--- config.mk ---
export PLATFORM = sky130hd
export DESIGN_NAME = uart_rx_loader_flat
export DESIGN_NICKNAME = d
export VERILOG_FILES = /design/src/rtl/uart_pkg.sv /design/src/rtl/uart_rx_loader_if.sv /design/src/rtl/baud_tick_gen.sv /design/src/rtl/uart_rx_loader.sv /design/src/flat_wrapper.sv
export SDC_FILE = /design/constraint.sdc
export NUM_CORES = 1
export LEC_CHECK = 0
export ABC_AREA = 1
export BUFFER_PORTS_ARGS = -buffer_cell sky130_fd_sc_hd__buf_2
export CAP_MARGIN = 40
export CORE_UTILIZATION = 49
export CTS_CLUSTER_SIZE = 24
export DETAILED_ROUTE_END_ITERATION = 8
export GPL_TIMING_DRIVEN = 0
export PLACE_DENSITY = 0.71
export REMOVE_ABC_BUFFERS = 1
export SYNTH_ARGS = -nofsm -noshare
export SYNTH_HDL_FRONTEND = slang
export SYNTH_SLANG_ARGS = --single-unit
--- constraint.sdc ---
create_clock -name clk -period 1.7 [get_ports clk]
set_input_delay 0.51 -clock clk [delete_from_list [all_inputs] [get_ports clk]]
set_output_delay 0.51 -clock clk [all_outputs]
set_load 0.02 [all_outputs]
--- src/rtl/uart_pkg.sv ---
// Constants and FSM state encoding shared by the UART receive loader and the
// future transmit unloader.
package uart_pkg;

  localparam int OVERSAMPLE_DEF = 16;
  localparam int BAUD_DIV_DEF   = 54;

  typedef enum logic [2:0] {
    IDLE  = 3'd0,
    START = 3'd1,
    DATA  = 3'd2,
    STOP  = 3'd3,
    ERR   = 3'd4,
    DONE  = 3'd5
  } rx_state_t;

endpackage

--- src/rtl/uart_rx_loader_if.sv ---
// Data-memory write bus driven by the UART receive loader.
interface uart_rx_loader_if #(
  parameter int ADDR_W = 16
) ();

  logic              mem_we;
  logic [ADDR_W-1:0] mem_addr;
  logic [7:0]        mem_wdata;

  modport master (output mem_we, mem_addr, mem_wdata);
  modport slave  (input  mem_we, mem_addr, mem_wdata);

endinterface

--- src/rtl/baud_tick_gen.sv ---
// Free-running divider: one-cycle tick every BAUD_DIV clk cycles.
module baud_tick_gen #(
  parameter int BAUD_DIV = 54
) (
  input  logic clk,
  input  logic rst,
  output logic tick
);

  localparam int CW = (BAUD_DIV > 1) ? $clog2(BAUD_DIV) : 1;
  localparam logic [CW-1:0] LAST = CW'(BAUD_DIV - 1);

  logic [CW-1:0] cnt_reg;

  always_ff @(posedge clk) begin
    if (rst) begin
      cnt_reg <= '0;
    end else if (cnt_reg == LAST) begin
      cnt_reg <= '0;
    end else begin
      cnt_reg <= cnt_reg + 1'b1;
    end
  end

  assign tick = (cnt_reg == LAST);

endmodule

--- src/rtl/uart_rx_loader.sv ---
// 8N1 UART receiver that stores NUM_BYTES bytes sequentially into data memory
// from address 0, then signals end_receiving until reset.
module uart_rx_loader
  import uart_pkg::*;
#(
  parameter int BAUD_DIV   = BAUD_DIV_DEF,
  parameter int OVERSAMPLE = OVERSAMPLE_DEF,
  parameter int ADDR_W     = 16,
  parameter int NUM_BYTES  = 65536
) (
  input  logic                     clk,
  input  logic                     rst,
  input  logic                     rx,
  input  logic                     rx_en,
  uart_rx_loader_if.master         mem,
  output logic                     end_receiving,
  output logic                     frame_err
);

  localparam int TW   = $clog2(OVERSAMPLE);
  localparam int CNTW = ADDR_W + 1;
  localparam logic [TW-1:0]   HALF_TICK = TW'(OVERSAMPLE / 2 - 1);
  localparam logic [TW-1:0]   LAST_TICK = TW'(OVERSAMPLE - 1);
  localparam logic [CNTW-1:0] NUM       = CNTW'(NUM_BYTES);

  logic tick;

  baud_tick_gen #(.BAUD_DIV(BAUD_DIV)) u_tick (
    .clk  (clk),
    .rst  (rst),
    .tick (tick)
  );

  logic              rx_meta_reg;
  logic              rx_s_reg;
  rx_state_t         state_reg;
  logic [TW-1:0]     tcnt_reg;
  logic [2:0]        bit_idx_reg;
  logic [7:0]        shift_reg;
  logic [CNTW-1:0]   cnt_reg;
  logic [CNTW-1:0]   cnt_inc;
  logic              we_reg;
  logic [ADDR_W-1:0] addr_reg;
  logic [7:0]        wdata_reg;
  logic              end_reg;
  logic              ferr_reg;

  assign cnt_inc = cnt_reg + 1'b1;

  // Two-flop synchroniser; rx is asynchronous to clk.
  always_ff @(posedge clk) begin
    if (rst) begin
      rx_meta_reg <= 1'b1;
      rx_s_reg    <= 1'b1;
    end else begin
      rx_meta_reg <= rx;
      rx_s_reg    <= rx_meta_reg;
    end
  end

  always_ff @(posedge clk) begin
    if (rst) begin
      state_reg   <= IDLE;
      tcnt_reg    <= '0;
      bit_idx_reg <= '0;
      shift_reg   <= '0;
      cnt_reg     <= '0;
      we_reg      <= 1'b0;
      addr_reg    <= '0;
      wdata_reg   <= '0;
      end_reg     <= 1'b0;
      ferr_reg    <= 1'b0;
    end else begin
      we_reg <= 1'b0;
      unique case (state_reg)
        IDLE: begin
          if (rx_en && !rx_s_reg) begin
            state_reg <= START;
            tcnt_reg  <= '0;
          end
        end
        START: begin
          if (tick) begin
            if (tcnt_reg == HALF_TICK) begin
              tcnt_reg <= '0;
              if (!rx_s_reg) begin
                state_reg   <= DATA;
                bit_idx_reg <= '0;
              end else begin
                state_reg <= IDLE;
              end
            end else begin
              tcnt_reg <= tcnt_reg + 1'b1;
            end
          end
        end
        DATA: begin
          if (tick) begin
            if (tcnt_reg == LAST_TICK) begin
              tcnt_reg  <= '0;
              shift_reg <= {rx_s_reg, shift_reg[7:1]};
              if (bit_idx_reg == 3'd7) begin
                state_reg <= STOP;
              end else begin
                bit_idx_reg <= bit_idx_reg + 1'b1;
              end
            end else begin
              tcnt_reg <= tcnt_reg + 1'b1;
            end
          end
        end
        STOP: begin
          if (tick) begin
            if (tcnt_reg == LAST_TICK) begin
              tcnt_reg <= '0;
              if (rx_s_reg) begin
                we_reg    <= 1'b1;
                addr_reg  <= cnt_reg[ADDR_W-1:0];
                wdata_reg <= shift_reg;
                cnt_reg   <= cnt_inc;
                state_reg <= (cnt_inc == NUM) ? DONE : IDLE;
              end else begin
                // Bad stop bit: drop the byte and wait out any break.
                ferr_reg  <= 1'b1;
                state_reg <= ERR;
              end
            end else begin
              tcnt_reg <= tcnt_reg + 1'b1;
            end
          end
        end
        ERR: begin
          if (rx_s_reg) begin
            state_reg <= IDLE;
          end
        end
        DONE: begin
          end_reg <= 1'b1;
        end
        default: begin
          state_reg <= IDLE;
        end
      endcase
    end
  end

  assign mem.mem_we     = we_reg;
  assign mem.mem_addr   = addr_reg;
  assign mem.mem_wdata  = wdata_reg;
  assign end_receiving  = end_reg;
  assign frame_err      = ferr_reg;

endmodule

--- src/flat_wrapper.sv ---
// flat-port wrapper written by rule: the top's interface ports become plain ports
module uart_rx_loader_flat import uart_pkg::*;
#(
  parameter int BAUD_DIV   = BAUD_DIV_DEF,
  parameter int OVERSAMPLE = OVERSAMPLE_DEF,
  parameter int ADDR_W     = 16,
  parameter int NUM_BYTES  = 65536
)
  (clk, rst, rx, rx_en, end_receiving, frame_err, mem_mem_we, mem_mem_addr, mem_mem_wdata);
  uart_rx_loader_if #(.ADDR_W(ADDR_W)) mem_i ();
  input  logic clk;
  input  logic rst;
  input  logic rx;
  input  logic rx_en;
  output logic end_receiving;
  output logic frame_err;
  output wire logic [$bits(mem_i.mem_we)-1:0] mem_mem_we;
  output wire logic [$bits(mem_i.mem_addr)-1:0] mem_mem_addr;
  output wire logic [$bits(mem_i.mem_wdata)-1:0] mem_mem_wdata;
  assign mem_mem_we = mem_i.mem_we;
  assign mem_mem_addr = mem_i.mem_addr;
  assign mem_mem_wdata = mem_i.mem_wdata;
  uart_rx_loader #(.BAUD_DIV(BAUD_DIV), .OVERSAMPLE(OVERSAMPLE), .ADDR_W(ADDR_W), .NUM_BYTES(NUM_BYTES)) u_core (.clk(clk), .rst(rst), .rx(rx), .rx_en(rx_en), .mem(mem_i), .end_receiving(end_receiving), .frame_err(frame_err));
endmodule
==> results of run 1 <==
[cell type report]
type	count	area share (%)
Clock inverter	6	2.18
Timing Repair Buffer	44	7.37
Sequential cell	70	35.9
Multi-Input combinational cell	301	42.8
Inverter	51	5.79
Clock buffer	10	3.23
Tap cell	77	2.44
Timing Repair inverter	1	0.285
[synth_stat cells (all sizes together), types with 7 or more instances]
master	n
nand2	77
inv	51
nand4	10
nor2	60
nor3	8
nand3	21
buf	8
ha	7
a211oi	10
dfxtp	70
o21ai	50
clkbuf	8
a21oi	44
[through the flow]
stage | setup TNS (ns) | instances | total power (uW)
floorplan | -5.87 | 420 | 2070
detailed placement | -26.59 | 528 | 2160
global route | -0.654 | 560 | 3790
CTS | 0 | 549 | 3620
finish | -0.0470 | 560 | 3630
global placement | -30.96 | 527 | 2140
[metal layers]
| layer | share of wire, % | track usage, % | vias to the layer above |
|---|---|---|---|
| met2 | 49 | 35.7 | 60 |
| met1 | 45 | 24.5 | 1377 |
| li1 | - | - | 1533 |
| met5 | 0 | 0 | - |
| met4 | 2.7 | 12.9 | 0 |
| met3 | 3.1 | 3.78 | 19 |
[critical path: cells and delay by family (launching register included)]
family / cells / cell delay [ns]
buffers and inverters: 2 / 0.17
AO/OA/AOI/OAI: 1 / 0.05
AND/OR/NAND/NOR: 9 / 0.82
adder cells (fa/ha/maj): 1 / 0.19
flip-flops: 1 / 0.37
[cell families after synthesis]
logic type,count (synthesis),share of synthesized area (%)
AND/OR/NAND/NOR,181,26.3
AO/OA/AOI/OAI,109,18.5
flip-flops,70,43.6
buffers and inverters,67,8.30
adder cells (fa/ha/maj),7,2.73
XOR/XNOR,2,0.545
[timing repair]
| item | 4_1_cts | 5_1_grt |
|---|---|---|
| setup endpoints to repair | 36 | 60 |
| resized for setup | 24 | 45 |
| hold buffers | 0 | 0 |
| pin swaps | 6 | 15 |
| buffers inserted | 4 | 9 |
| cloned | 1 | 2 |
[how the worst max path moves through the flow]
stage / from / end / slack [ns] / cells after the start
2_1_floorplan: u_core.tcnt_reg[0] / u_core.cnt_reg[2] / -0.21 / 9
6_report: u_core.cnt_reg[1] / u_core.state_reg[0] / -0.03 / 13
3_3_place_gp: rst / u_core.u_tick.cnt_reg[2] / -0.67 / 4
4_1_cts: u_core.cnt_reg[0] / u_core.state_reg[0] / 0.0009 / 13
3_5_place_dp: u_core.u_tick.cnt_reg[0] / u_core.mem.mem_addr[15] / -0.72 / 9
5_1_grt: u_core.cnt_reg[1] / u_core.state_reg[0] / -0.17 / 13
[report_power, final]
part	total [uW]	switching, uW	leakage [uW]	internal [uW]
clock network	1470	644	0.000106	823
registers	1720	42.1	0.000570	1670
logic	449	299	0.000940	150
==> summary.md, run 1 <==
| Metric | Value |
|---|---|
| R2R setup slack | -0.03 ns |
| Detailed Route Iter0 Violations | 116 |
| Final Hold Vio Count | 0 |
| Most frequent cells in the layout | nand2_1, dfxtp_1, nor2_1, inv_1, a21oi_1 |
| TritonCTS clock tree | yes |
| Port Buffer Count | 30 |
| Storage cell area | 1420 um^2 |
| WS Path Type | reg -> reg |
| Crit path cell chain | ha_4, inv_4, nor2_4, nand2_2, nor2_4, buf_4, nand3_2, nand3_2, nor2_4, nand3_1, nand2_1, nand2_1, a21oi_2 |
| Hold_ws | 0.334 ns |
| Hold Path Sink | u_core.rx_meta_reg |
| Wirelength per Cell | 13.1 um |
| Hold Startpoint | rx |
| DIE HEIGHT | 83.0 um |
| Mapped Area | 3210 um^2 |
| CP startpoint kind | flip-flop |
| Max FFs per register | 17 |
| Ports | 31 |
| Flops & latches, synth | 70 |
| Worst VDD drop | 586 uV |
| Initial antenna violation count | 0 |
| Fmax | 578 MHz |
| Crit path largest cell delay | 0.37 ns |
| Pin count of the biggest net entering global routing | 32 |
| PwrDens | 919 nW/um^2 |
| Core Region | 6350 um^2 |
| Top_reg_cell synth | dfxtp_1 |
| Synth top area cells | dfxtp_1, nand2_1, o21ai_0, a21oi_1, nor2_1 |
| Final Net Count | 489 |
| DRT antenna net count | 0 |
| Crit Path Max Fanout | 5 |
| Chip width | 83.0 um |
| Yosys top cell area share | 43.6% |
| Setup-failing EPs final | 2 |
| Failing checks | setup timing |
| DP Worst Slack | -0.722 ns |
| Final Max Slew Viols | 0 |
| Setup slack after layout | -0.0309 ns |
| Most used cell, CP | nor2_4 |
| Gr ovfl total | 0 |
| Die Area | 6880 um^2 |
| Total number of vias | 2989 |
| Setup crit end kind | flip-flop |
| Status | finished, violations left |
| Max clock buf depth | 2 |
| Hold-critical path depth | 2 |
| Largest area contributor in the netlist | dfxtp_1 |
| Reg2Reg Launch Point | u_core.cnt_reg[1] |
| Drt total wl | 7.36 mm |
| Crit-path slowest cell | dfxtp_4 |
| Most common cell after layout, fill and taps aside | nand2_1 |
| Register area share after synthesis | 43.6% |
| Diodes inserted | 0 |
| H-tree Lvls | 3 |
| Final min period | 1.73 ns |
| GRT Total Usage | 21.0% |
| First-pass GRT wire length | 11.7 mm |
| Vias per inst | 5.34 |
| Initial core utilization | 50.6% |
| Skew-Pair Late Insertion Delay | 0.35 ns |
| Critical Path RT | 1.93 ns |
| Avg Cell Area, Syn | 7.37 um^2 |
| Area Overhead vs Synth | 23.1% |
| Rel. slew slack | 65.7% |
| Fin util | 62.3% |
| Clock transition at path regs | 0.07 ns |
| Post-synth ARST share | 0% |
| Inserted Clock Buffers | 9 |
| Vias in the first global route | 2708 |
| Class of the worst hold path | in -> reg |
| Transition time of the tightest slew-check pin | 0.515 ns |
| DR pass1 iterations | 4 |
| Post-route DRC violation count | 0 |
| Root buf cell | clkbuf_8 |
| Lkg Pwr | 0.00162 uW |
| Post-synth EDFFs | 0 |
| Worst Path Arrival | 1.96 ns |
| Routability-driven placement congestion ratio | 0.849 |
| Clock sinks | 70 |
| Final instance area | 3960 um^2 |
| Hpwl dp | 4.47 mm |
| Count of cell types in the netlist | 32 |
| Share of cells above drive strength 1 | 25.3% |
| FP Rows | 29 |
| Period utilization | 102% |
| Max-capacitance violation count | 0 |
| Syn. warnings | 0 |
| FF-to-FF End | u_core.state_reg[0] |
| Worst Skew | 0.00625 ns |
| Area of the multi-input gates | 1690 um^2 |
| Layout filler cell count | 535 |
| Unrepaired setup endpoints after global routing | yes |
| R2R depth | 13 |
| Placement Cell Area | 3410 um^2 |
| Mapped Cells | 436 |
Power figures use the tool's default switching activity.
==> run 2: changes to the inputs <==
Settings changed: SYNTH_HIERARCHICAL from default to 1.
==> run 2 against run 1 <==
Effect of this change:
- the run still ends with setup timing left
- sequential share of layout area is 2.3 points lower
- register-to-register slack worse by 0.07 ns
- cell count is 4.6% higher
- hold slack worse by 0.0010 ns
- clock skew is 0.00090 ns higher
- utilization is 4.8 points higher
- flip-flop and latch count stayed put
- critical path depth is 2 lower
==> summary.md, run 2 <==
| Metric | Value |
|---|---|
| Status | finished, violations left (unchanged) |
| Failing checks | setup timing (unchanged) |
| Reg2Reg Launch Point | u_core/u_tick/cnt_reg[1] (was u_core.cnt_reg[1]) |
| Final Hold Vio Count | 0 (unchanged) |
| Post-synth EDFFs | 0 (unchanged) |
| Syn. warnings | 6 (was 0) |
| Largest area contributor in the netlist | dfxtp_1 (unchanged) |
| Setup slack after layout | -0.100 ns (was -0.0309 ns) |
| Clock transition at path regs | 0.08 ns (was 0.07 ns) |
| Critical Path RT | 1.96 ns (was 1.93 ns) |
| Register area share after synthesis | 43.6% (about the same) |
| Detailed Route Iter0 Violations | 179 (was 116) |
| Max clock buf depth | 2 (unchanged) |
| Start point of the critical path | u_core/u_tick/cnt_reg[1] (was u_core.cnt_reg[1]) |
| Class of the worst hold path | in -> reg (unchanged) |
| Top layer in use | met4 (unchanged) |
| Root buf cell | clkbuf_8 (unchanged) |
| Die Area | 6880 um^2 (about the same) |
| DRT antenna net count | 0 (unchanged) |
| Fin util | 67.1% (was 62.3%) |
| Initial core utilization | 50.6% (about the same) |
| Hpwl dp | 4.43 mm (was 4.47 mm) |
| Lkg Pwr | 0.00177 uW (was 0.00162 uW) |
| Pin count of the biggest net entering global routing | 31 (was 32) |
| R2R setup slack | -0.10 ns (was -0.03 ns) |
| Total Negative Setup Slacks | -1.05 ns (was -0.0470 ns) |
| Flops & latches, synth | 70 (unchanged) |
| Layout filler cell count | 497 (was 535) |
| Diodes inserted | 0 (unchanged) |
| Chip width | 82.9 um (was 83.0 um) |
| Post-synth ARST share | 0% (unchanged) |
| CP startpoint kind | flip-flop (unchanged) |
| Crit path cell chain | inv_2, ha_4, nand3_4, nor2_4, buf_4, nor2_1, a211oi_2, nand2_2, inv_2, a21oi_1, a211oi_1 (was ha_4, inv_4, nor2_4, nand2_2, nor2_4, buf_4, nand3_2, nand3_2, nor2_4, nand3_1, nand2_1, nand2_1, a21oi_2) |
| Routed met3 length | 336 um (was 230 um) |
| R2R depth | 11 (was 13) |
| Wirelength per Cell | 13.6 um (was 13.1 um) |
| Vias per inst | 5.38 (was 5.34) |
| Setup crit end | u_core/tcnt_reg[2] (was u_core.state_reg[0]) |
| Most frequent cells in the layout | nand2_1, nor2_1, dfxtp_1, inv_1, buf_2 (was nand2_1, dfxtp_1, nor2_1, inv_1, a21oi_1) |
| Setup-failing EPs final | 35 (was 2) |
| Ports | 31 (unchanged) |
| Most common cell after layout, fill and taps aside | nand2_1 (unchanged) |
| Placed Instances | 544 (was 528) |
| Core Region | 6350 um^2 (unchanged) |
| Crit Path Max Fanout | 5 (unchanged) |
| Avg Cell Area, Syn | 7.15 um^2 (was 7.37 um^2) |
| Rel. slew slack | 67.1% (was 65.7%) |
| TritonCTS clock tree | yes (unchanged) |
| Top-count cell post-synth | nor2_1 |
| Skew-Pair Late Insertion Delay | 0.35 ns (about the same) |
| Crit-path slowest cell | dfxtp_2 (was dfxtp_4) |
| Gr ovfl total | 0 (unchanged) |
| Count of cell types in the netlist | 33 (was 32) |
| Drt total wl | 7.97 mm (was 7.36 mm) |
| Routability-driven placement congestion ratio | 0.835 (was 0.849) |
| Vias in the first global route | 2795 (was 2708) |
| Total number of vias | 3151 (was 2989) |
| Max FFs per register | 17 (unchanged) |
| Mapped Cells | 449 (was 436) |
| Clock sinks | 70 (unchanged) |
| Max-capacitance violation count | 0 (unchanged) |
| Worst VDD drop | 681 uV (was 586 uV) |
| Crit path largest cell delay | 0.33 ns (was 0.37 ns) |
| Mapped Area | 3210 um^2 (about the same) |
| Inserted Clock Buffers | 9 (unchanged) |
| First-pass GRT wire length | 12.7 mm (was 11.7 mm) |
| Post-route DRC violation count | 0 (unchanged) |
| Most used cell, CP | inv_2 (was nor2_4) |
| Worst path depth | 11 (was 13) |
| DIE HEIGHT | 82.9 um (was 83.0 um) |
| WS Path Type | reg -> reg (unchanged) |
| Unrepaired setup endpoints after global routing | yes (unchanged) |
| Final Net Count | 515 (was 489) |
| Setup crit end kind | flip-flop (unchanged) |
| Fmax | 556 MHz (was 578 MHz) |
| FP Rows | 29 (unchanged) |
| Worst Path Arrival | 2.06 ns (was 1.96 ns) |
| Hold_ws | 0.333 ns (was 0.334 ns) |
| Area Overhead vs Synth | 32.7% (was 23.1%) |
| DR pass1 iterations | 5 (was 4) |
| Top_reg_cell synth | dfxtp_1 (unchanged) |
| FF-to-FF End | u_core/tcnt_reg[2] (was u_core.state_reg[0]) |
| Yosys top cell area share | 43.6% (about the same) |
| Met2 routed WL | 3.87 mm (was 3.61 mm) |
| Transition time of the tightest slew-check pin | 0.493 ns (was 0.515 ns) |
| Port Buffer Count | 30 (unchanged) |
| Delay-heaviest family, CP | compound AO/OA/AOI/OAI gates (was simple AND/OR/NAND/NOR gates) |
| PwrDens | 887 nW/um^2 (was 919 nW/um^2) |
| Met1 wire length | 3.59 mm (was 3.31 mm) |
| Area of the multi-input gates | 1830 um^2 (was 1690 um^2) |
| Final min period | 1.80 ns (was 1.73 ns) |
| Share of cells above drive strength 1 | 34.6% (was 25.3%) |
| CP Buf/Inv Count | 3 (was 2) |
| Synth top area cells | dfxtp_1, nor2_1, nand2_1, o21ai_0, a21oi_1 (was dfxtp_1, nand2_1, o21ai_0, a21oi_1, nor2_1) |
| Final Max Slew Viols | 0 (unchanged) |
| Worst Skew | 0.00715 ns (was 0.00625 ns) |
| H-tree Lvls | 3 (unchanged) |
| GRT Total Usage | 22.8% (was 21.0%) |
| Storage cell area | 1430 um^2 (was 1420 um^2) |
| Initial antenna violation count | 0 (unchanged) |
| Post-route insts no fill | 586 (was 560) |
| Top post-synthesis cells by count | nor2_1, dfxtp_1, nand2_1, o21ai_0, inv_1 (was dfxtp_1, nand2_1, nor2_1, o21ai_0, inv_1) |
| Period utilization | 106% (was 102%) |
==> run 2: changes by cell type in the layout (fill, tap and decap cells not counted), sizes merged, moves of 4 or more <==
cell    delta
o21ai      +6
nand4      -4
nand3      -4
a21oi      -4
a211oi     -6
buf       +13
inv        +4
nor2      +24
nand2      -7
==> run 2: final cells by class <==
class / instances / area share, %
multi-input cells: 311 / 43.1
flip-flops and latches: 70 / 33.6
repair buffers: 58 / 11.5
inverters: 53 / 5.14
clock buffers: 9 / 2.91
well taps: 77 / 2.26
clock inverters: 7 / 1.17
repair inverters: 1 / 0.382
==> run 2: kinds of logic after synthesis <==
group,share of synthesized area (%)
simple gates,25.8
compound gates,18.3
flops,43.6
buf+inv,8.46
fa+ha+maj,2.73
xor+xnor,1.09
==> run 2: worst min-delay path by stage <==
stage	from	end	slack, ns	depth (start not counted)
floorplan	u_core/rx_meta_reg	u_core/rx_s_reg	0.39	1
global placement	u_core/rx_meta_reg	u_core/rx_s_reg	0.39	1
detailed placement	u_core/rx_meta_reg	u_core/rx_s_reg	0.40	1
CTS	rx	u_core/rx_meta_reg	0.32	2
global route	rx	u_core/rx_meta_reg	0.33	2
finish	rx	u_core/rx_meta_reg	0.33	2
==> run 2: through the flow <==
step	total power, uW	instance area [um^2]	setup slack [ns]
after floorplan	2220	3140	-0.989
after global placement	2320	3380	-1.86
after detailed placement	2340	3440	-0.835
after CTS	3610	3980	-0.0879
after global routing	3970	4260	-0.253
final	3780	4260	-0.100
==> run 2: routing by layer <==
metal | global-route usage, % | vias to the layer above
met2 | 36.6 | 91
li1 | - | 1570
met3 | 4.77 | 16
met4 | 10.3 | 0
met1 | 29.4 | 1474
met5 | 0 | -
==> run 2: what timing repair did <==
action / in CTS / in global routing
cloned: 4 / 0
setup buffers: 12 / 10
hold buffers: 0 / 0
resized for setup: 79 / 72
pin swaps: 13 / 27
hold endpoints to repair: 0 / 0
setup endpoints to repair: 60 / 59
==> run 2: power breakdown <==
group          internal (uW)  switching [uW]
registers               1700            82.9
logic                    320             467
clock network            530             680
total                   2550            1230
==> run 3: changes to the inputs <==
--- a/config.mk
+++ b/config.mk
@@ -6,5 +6,4 @@
 export NUM_CORES = 1
 export LEC_CHECK = 0
-export ABC_AREA = 1
 export BUFFER_PORTS_ARGS = -buffer_cell sky130_fd_sc_hd__buf_2
 export CAP_MARGIN = 40
@@ -13,5 +12,5 @@
 export DETAILED_ROUTE_END_ITERATION = 8
 export GPL_TIMING_DRIVEN = 0
-export PLACE_DENSITY = 0.71
+export PLACE_DENSITY = 0.75
 export REMOVE_ABC_BUFFERS = 1
 export SYNTH_ARGS = -nofsm -noshare
==> constraint.sdc (replaced) <==
create_clock -name clk -period 1.7 [get_ports clk]
set_input_delay 0.51 -clock clk [delete_from_list [all_inputs] [get_ports clk]]
set_output_delay 0.51 -clock clk [all_outputs]
set_load 0.01 [all_outputs]
==> run 3 against run 2 <==
Effect of this change:
- the run still ends with setup timing left
- global-route usage down 0.090 points
- clock power rose by 14%
- critical path depth is 1 lower
- register-to-register slack worse by 0.30 ns
- fmax is 14% lower
- first-iteration DRC count down 15%
- non-clock buffer count increased by 5
- sequential power down 7%
- design area is 0.65% higher
- critical endpoint is now u_core/cnt_reg[14]
- largest power group unchanged
==> summary.md, run 3 <==
| Metric | Value |
|---|---|
| Switch share | 22.2% (was 32.5%) |
| Top layer in use | met4 (unchanged) |
| CP startpoint kind | flip-flop (unchanged) |
| Compound-Gate Fraction of Synth Area | 12.6% (was 18.3%) |
| Vias per inst | 5.60 (was 5.38) |
| Worst Path Arrival | 2.38 ns (was 2.06 ns) |
| Drt total wl | 7.63 mm (was 7.97 mm) |
| GRT Total Usage | 22.7% (was 22.8%) |
| Worst Skew | 0.00752 ns (was 0.00715 ns) |
| Comb pwr share | 3.0% (was 20.8%) |
| Xor-xnor portion of the synthesized cell area | 6.46% (was 1.09%) |
| Hold_ws | 0.353 ns (was 0.333 ns) |
| Core Region | 6390 um^2 (was 6350 um^2) |
| Chip width | 83.5 um (was 82.9 um) |
| Syn. warnings | 6 (unchanged) |
| Top post-synthesis cells by count | dfxtp_1, nand2_1, nor2_1, a21oi_1, clkbuf_1 (was nor2_1, dfxtp_1, nand2_1, o21ai_0, inv_1) |
| Count of cell types in the netlist | 51 (was 33) |
| Flops & latches, synth | 70 (unchanged) |
| Detailed Route Iter0 Violations | 152 (was 179) |
| Met1 wire length | 3.18 mm (was 3.59 mm) |
| Wirelength per Cell | 14.5 um (was 13.6 um) |
| Transition time of the tightest slew-check pin | 0.541 ns (was 0.493 ns) |
| Diodes inserted | 0 (unchanged) |
| DRT antenna net count | 0 (unchanged) |
| Status | finished, violations left (unchanged) |
| Fmax | 476 MHz (was 556 MHz) |
| WS Path Type | reg -> reg (unchanged) |
| Post-synth EDFFs | 0 (unchanged) |
| Inserted Clock Buffers | 9 (unchanged) |
| Gr ovfl total | 0 (unchanged) |
| Final Hold Vio Count | 0 (unchanged) |
| Largest area contributor in the netlist | dfxtp_1 (unchanged) |
| Routability-driven placement congestion ratio | 0.805 (was 0.835) |
| Met2 routed WL | 3.94 mm (was 3.87 mm) |
| Failing checks | setup timing (unchanged) |
| Pin count of the biggest net entering global routing | 46 (was 31) |
| Placement Cell Area | 3410 um^2 (was 3440 um^2) |
| Crit path largest cell delay | 0.34 ns (was 0.33 ns) |
| Post-synth ARST share | 0% (unchanged) |
| Final min period | 2.10 ns (was 1.80 ns) |
| Clock sinks | 70 (unchanged) |
| Crit-path slowest cell | or3_4 (was dfxtp_2) |
| DIE HEIGHT | 83.5 um (was 82.9 um) |
| H-tree Lvls | 3 (unchanged) |
| Post-route DRC violation count | 0 (unchanged) |
| Avg Cell Area, Syn | 8.17 um^2 (was 7.15 um^2) |
| Total Negative Setup Slacks | -12.41 ns (was -1.05 ns) |
| Class of the worst hold path | in -> reg (unchanged) |
| Final Net Count | 456 (was 515) |
| Die Area | 6970 um^2 (was 6880 um^2) |
| DR pass1 iterations | 4 (was 5) |
| Routed met3 length | 317 um (was 336 um) |
| Int Power | 2440 uW (was 2550 uW) |
| Rel. slew slack | 63.4% (was 67.1%) |
| Period utilization | 124% (was 106%) |
| TritonCTS clock tree | yes (unchanged) |
| Largest family of logic cells by synthesized area | simple AND/OR/NAND/NOR gates (unchanged) |
| Layout filler cell count | 508 (was 497) |
| Register area share after synthesis | 43.1% (was 43.6%) |
| Final instance area | 4290 um^2 (was 4260 um^2) |
| Ports | 31 (unchanged) |
| Root buf cell | clkbuf_8 (unchanged) |
| Initial core utilization | 50.9% (was 50.6%) |
| Area of the multi-input gates | 1980 um^2 (was 1830 um^2) |
| PwrDens | 730 nW/um^2 (was 887 nW/um^2) |
| Fin util | 67.1% (about the same) |
| Top_reg_cell synth | dfxtp_1 (unchanged) |
| Synth top area cells | dfxtp_1, nand2_1, a21oi_1, nor2_1, xor2_1 (was dfxtp_1, nor2_1, nand2_1, o21ai_0, a21oi_1) |
| Mapped Cells | 398 (was 449) |
| Yosys top cell area share | 43.1% (was 43.6%) |
| Vias in the first global route | 2820 (was 2795) |
| Share of cells above drive strength 1 | 35.3% (was 34.6%) |
| Worst VDD drop | 765 uV (was 681 uV) |
| Post-route insts no fill | 527 (was 586) |
| Multiplexer share of the synthesized area | 3.12% (was 0%) |
| Lkg Pwr | 0.00162 uW (was 0.00177 uW) |
| Setup slack after layout | -0.402 ns (was -0.100 ns) |
| Area Overhead vs Synth | 31.8% (was 32.7%) |
| Skew-Pair Late Insertion Delay | 0.34 ns (was 0.35 ns) |
| First-pass GRT wire length | 12.7 mm (about the same) |
| Setup crit end kind | flip-flop (unchanged) |
| Clock share of power | 44.1% (was 32.0%) |
| Adder-cell area share of the yosys netlist | 2.69% (was 2.73%) |
| Crit path cell chain | inv_2, ha_4, nand4_1, nor2_2, and4_4, nand4_4, nor3_4, nand2_2, or3_4, a21oi_2 (was inv_2, ha_4, nand3_4, nor2_4, buf_4, nor2_1, a211oi_2, nand2_2, inv_2, a21oi_1, a211oi_1) |
| Initial antenna violation count | 0 (unchanged) |
| NetSw | 694 uW (was 1230 uW) |
| Setup-failing EPs final | 58 (was 35) |
| FP Rows | 29 (unchanged) |
| Unrepaired setup endpoints after global routing | yes (unchanged) |
| Max-capacitance violation count | 0 (unchanged) |
| Clock transition at path regs | 0.07 ns (was 0.08 ns) |
| Crit Path Max Fanout | 5 (unchanged) |
| Most frequent cells in the layout | nand2_1, dfxtp_1, nor2_1, a21oi_1, buf_2 (was nand2_1, nor2_1, dfxtp_1, inv_1, buf_2) |
| Port Buffer Count | 30 (unchanged) |
| Register share of total power | 52.9% (was 47.2%) |
| Hpwl dp | 4.17 mm (was 4.43 mm) |
| Max FFs per register | 17 (unchanged) |
| Total number of vias | 2953 (was 3151) |
| Mapped Area | 3250 um^2 (was 3210 um^2) |
| Simple-gate share of the synthesized area | 27.3% (was 25.8%) |
| Final Max Slew Viols | 0 (unchanged) |
| Most common cell after layout, fill and taps aside | nand2_1 (unchanged) |
| Storage cell area | 1430 um^2 (about the same) |
| Max clock buf depth | 2 (unchanged) |
| Critical Path RT | 1.98 ns (was 1.96 ns) |
| Placed Instances | 479 (was 544) |
-- run 3: power groups by stage --
stage / registers [uW] / logic (uW) / clock network, uW
CTS: 1660 / 90.6 / 1410
global route: 1660 / 103 / 1500
global placement: 1700 / 62.5 / 0
finish: 1660 / 93.5 / 1380
floorplan: 1700 / 31.4 / 0
detailed placement: 1700 / 70.3 / 0
-- run 3: through the flow --
stage | total power (uW) | setup WS (ns)
after detailed placement | 1770 | -1.06
after global routing | 3260 | -0.497
after global placement | 1760 | -1.17
after floorplan | 1730 | -0.656
after CTS | 3160 | -0.353
final | 3130 | -0.402
-- run 3: metal layers --
metal / GRT usage, % / up-vias
met4: 11.6 / 0
met3: 7.32 / 21
li1: - / 1454
met1: 26.3 / 1402
met2: 37.6 / 76
met5: 0 / -
-- run 3: repair_timing --
item | in CTS | in global routing
gates resized for setup | 81 | 15
setup endpoints to repair | 61 | 61
setup buffers | 25 | 6
pin swaps | 32 | 14
gates cloned | 3 | 0
hold buffers | 0 | 0
-- run 3: path summary, 6_finish.rpt --
path,start,end,slack [ns],cells after the start
max,u_core/u_tick/cnt_reg[1],u_core/cnt_reg[14],-0.40,10
min,rx,u_core/rx_meta_reg,0.35,2
min reg2reg,u_core/rx_meta_reg,u_core/rx_s_reg,0.41,1
max reg2reg,u_core/u_tick/cnt_reg[1],u_core/cnt_reg[14],-0.40,10
-- run 3: worst max-delay path: cells and delay by family (launching register included) --
family / cells / cell delay [ns]
compound gates: 1 / 0.14
flops: 1 / 0.33
buf+inv: 1 / 0.06
fa+ha+maj: 1 / 0.13
simple gates: 7 / 1.39
-- run 3: layout make-up --
class                           instances  area share (%)
Tap cell                               77            2.25
Clock buffer                           11            3.53
Clock inverter                          5            1.34
Sequential cell                        70            33.4
Inverter                                6           0.525
Multi-Input combinational cell        295            46.1
Timing Repair Buffer                   63            12.9
-- run 3: cells by family after synthesis --
group	after synthesis
and+or+nand+nor	185
DFF	70
AOI/OAI and AO/OA	68
buffers and inverters	34
xor gates and xnor gates	24
muxes	10
adders and majority gates	7
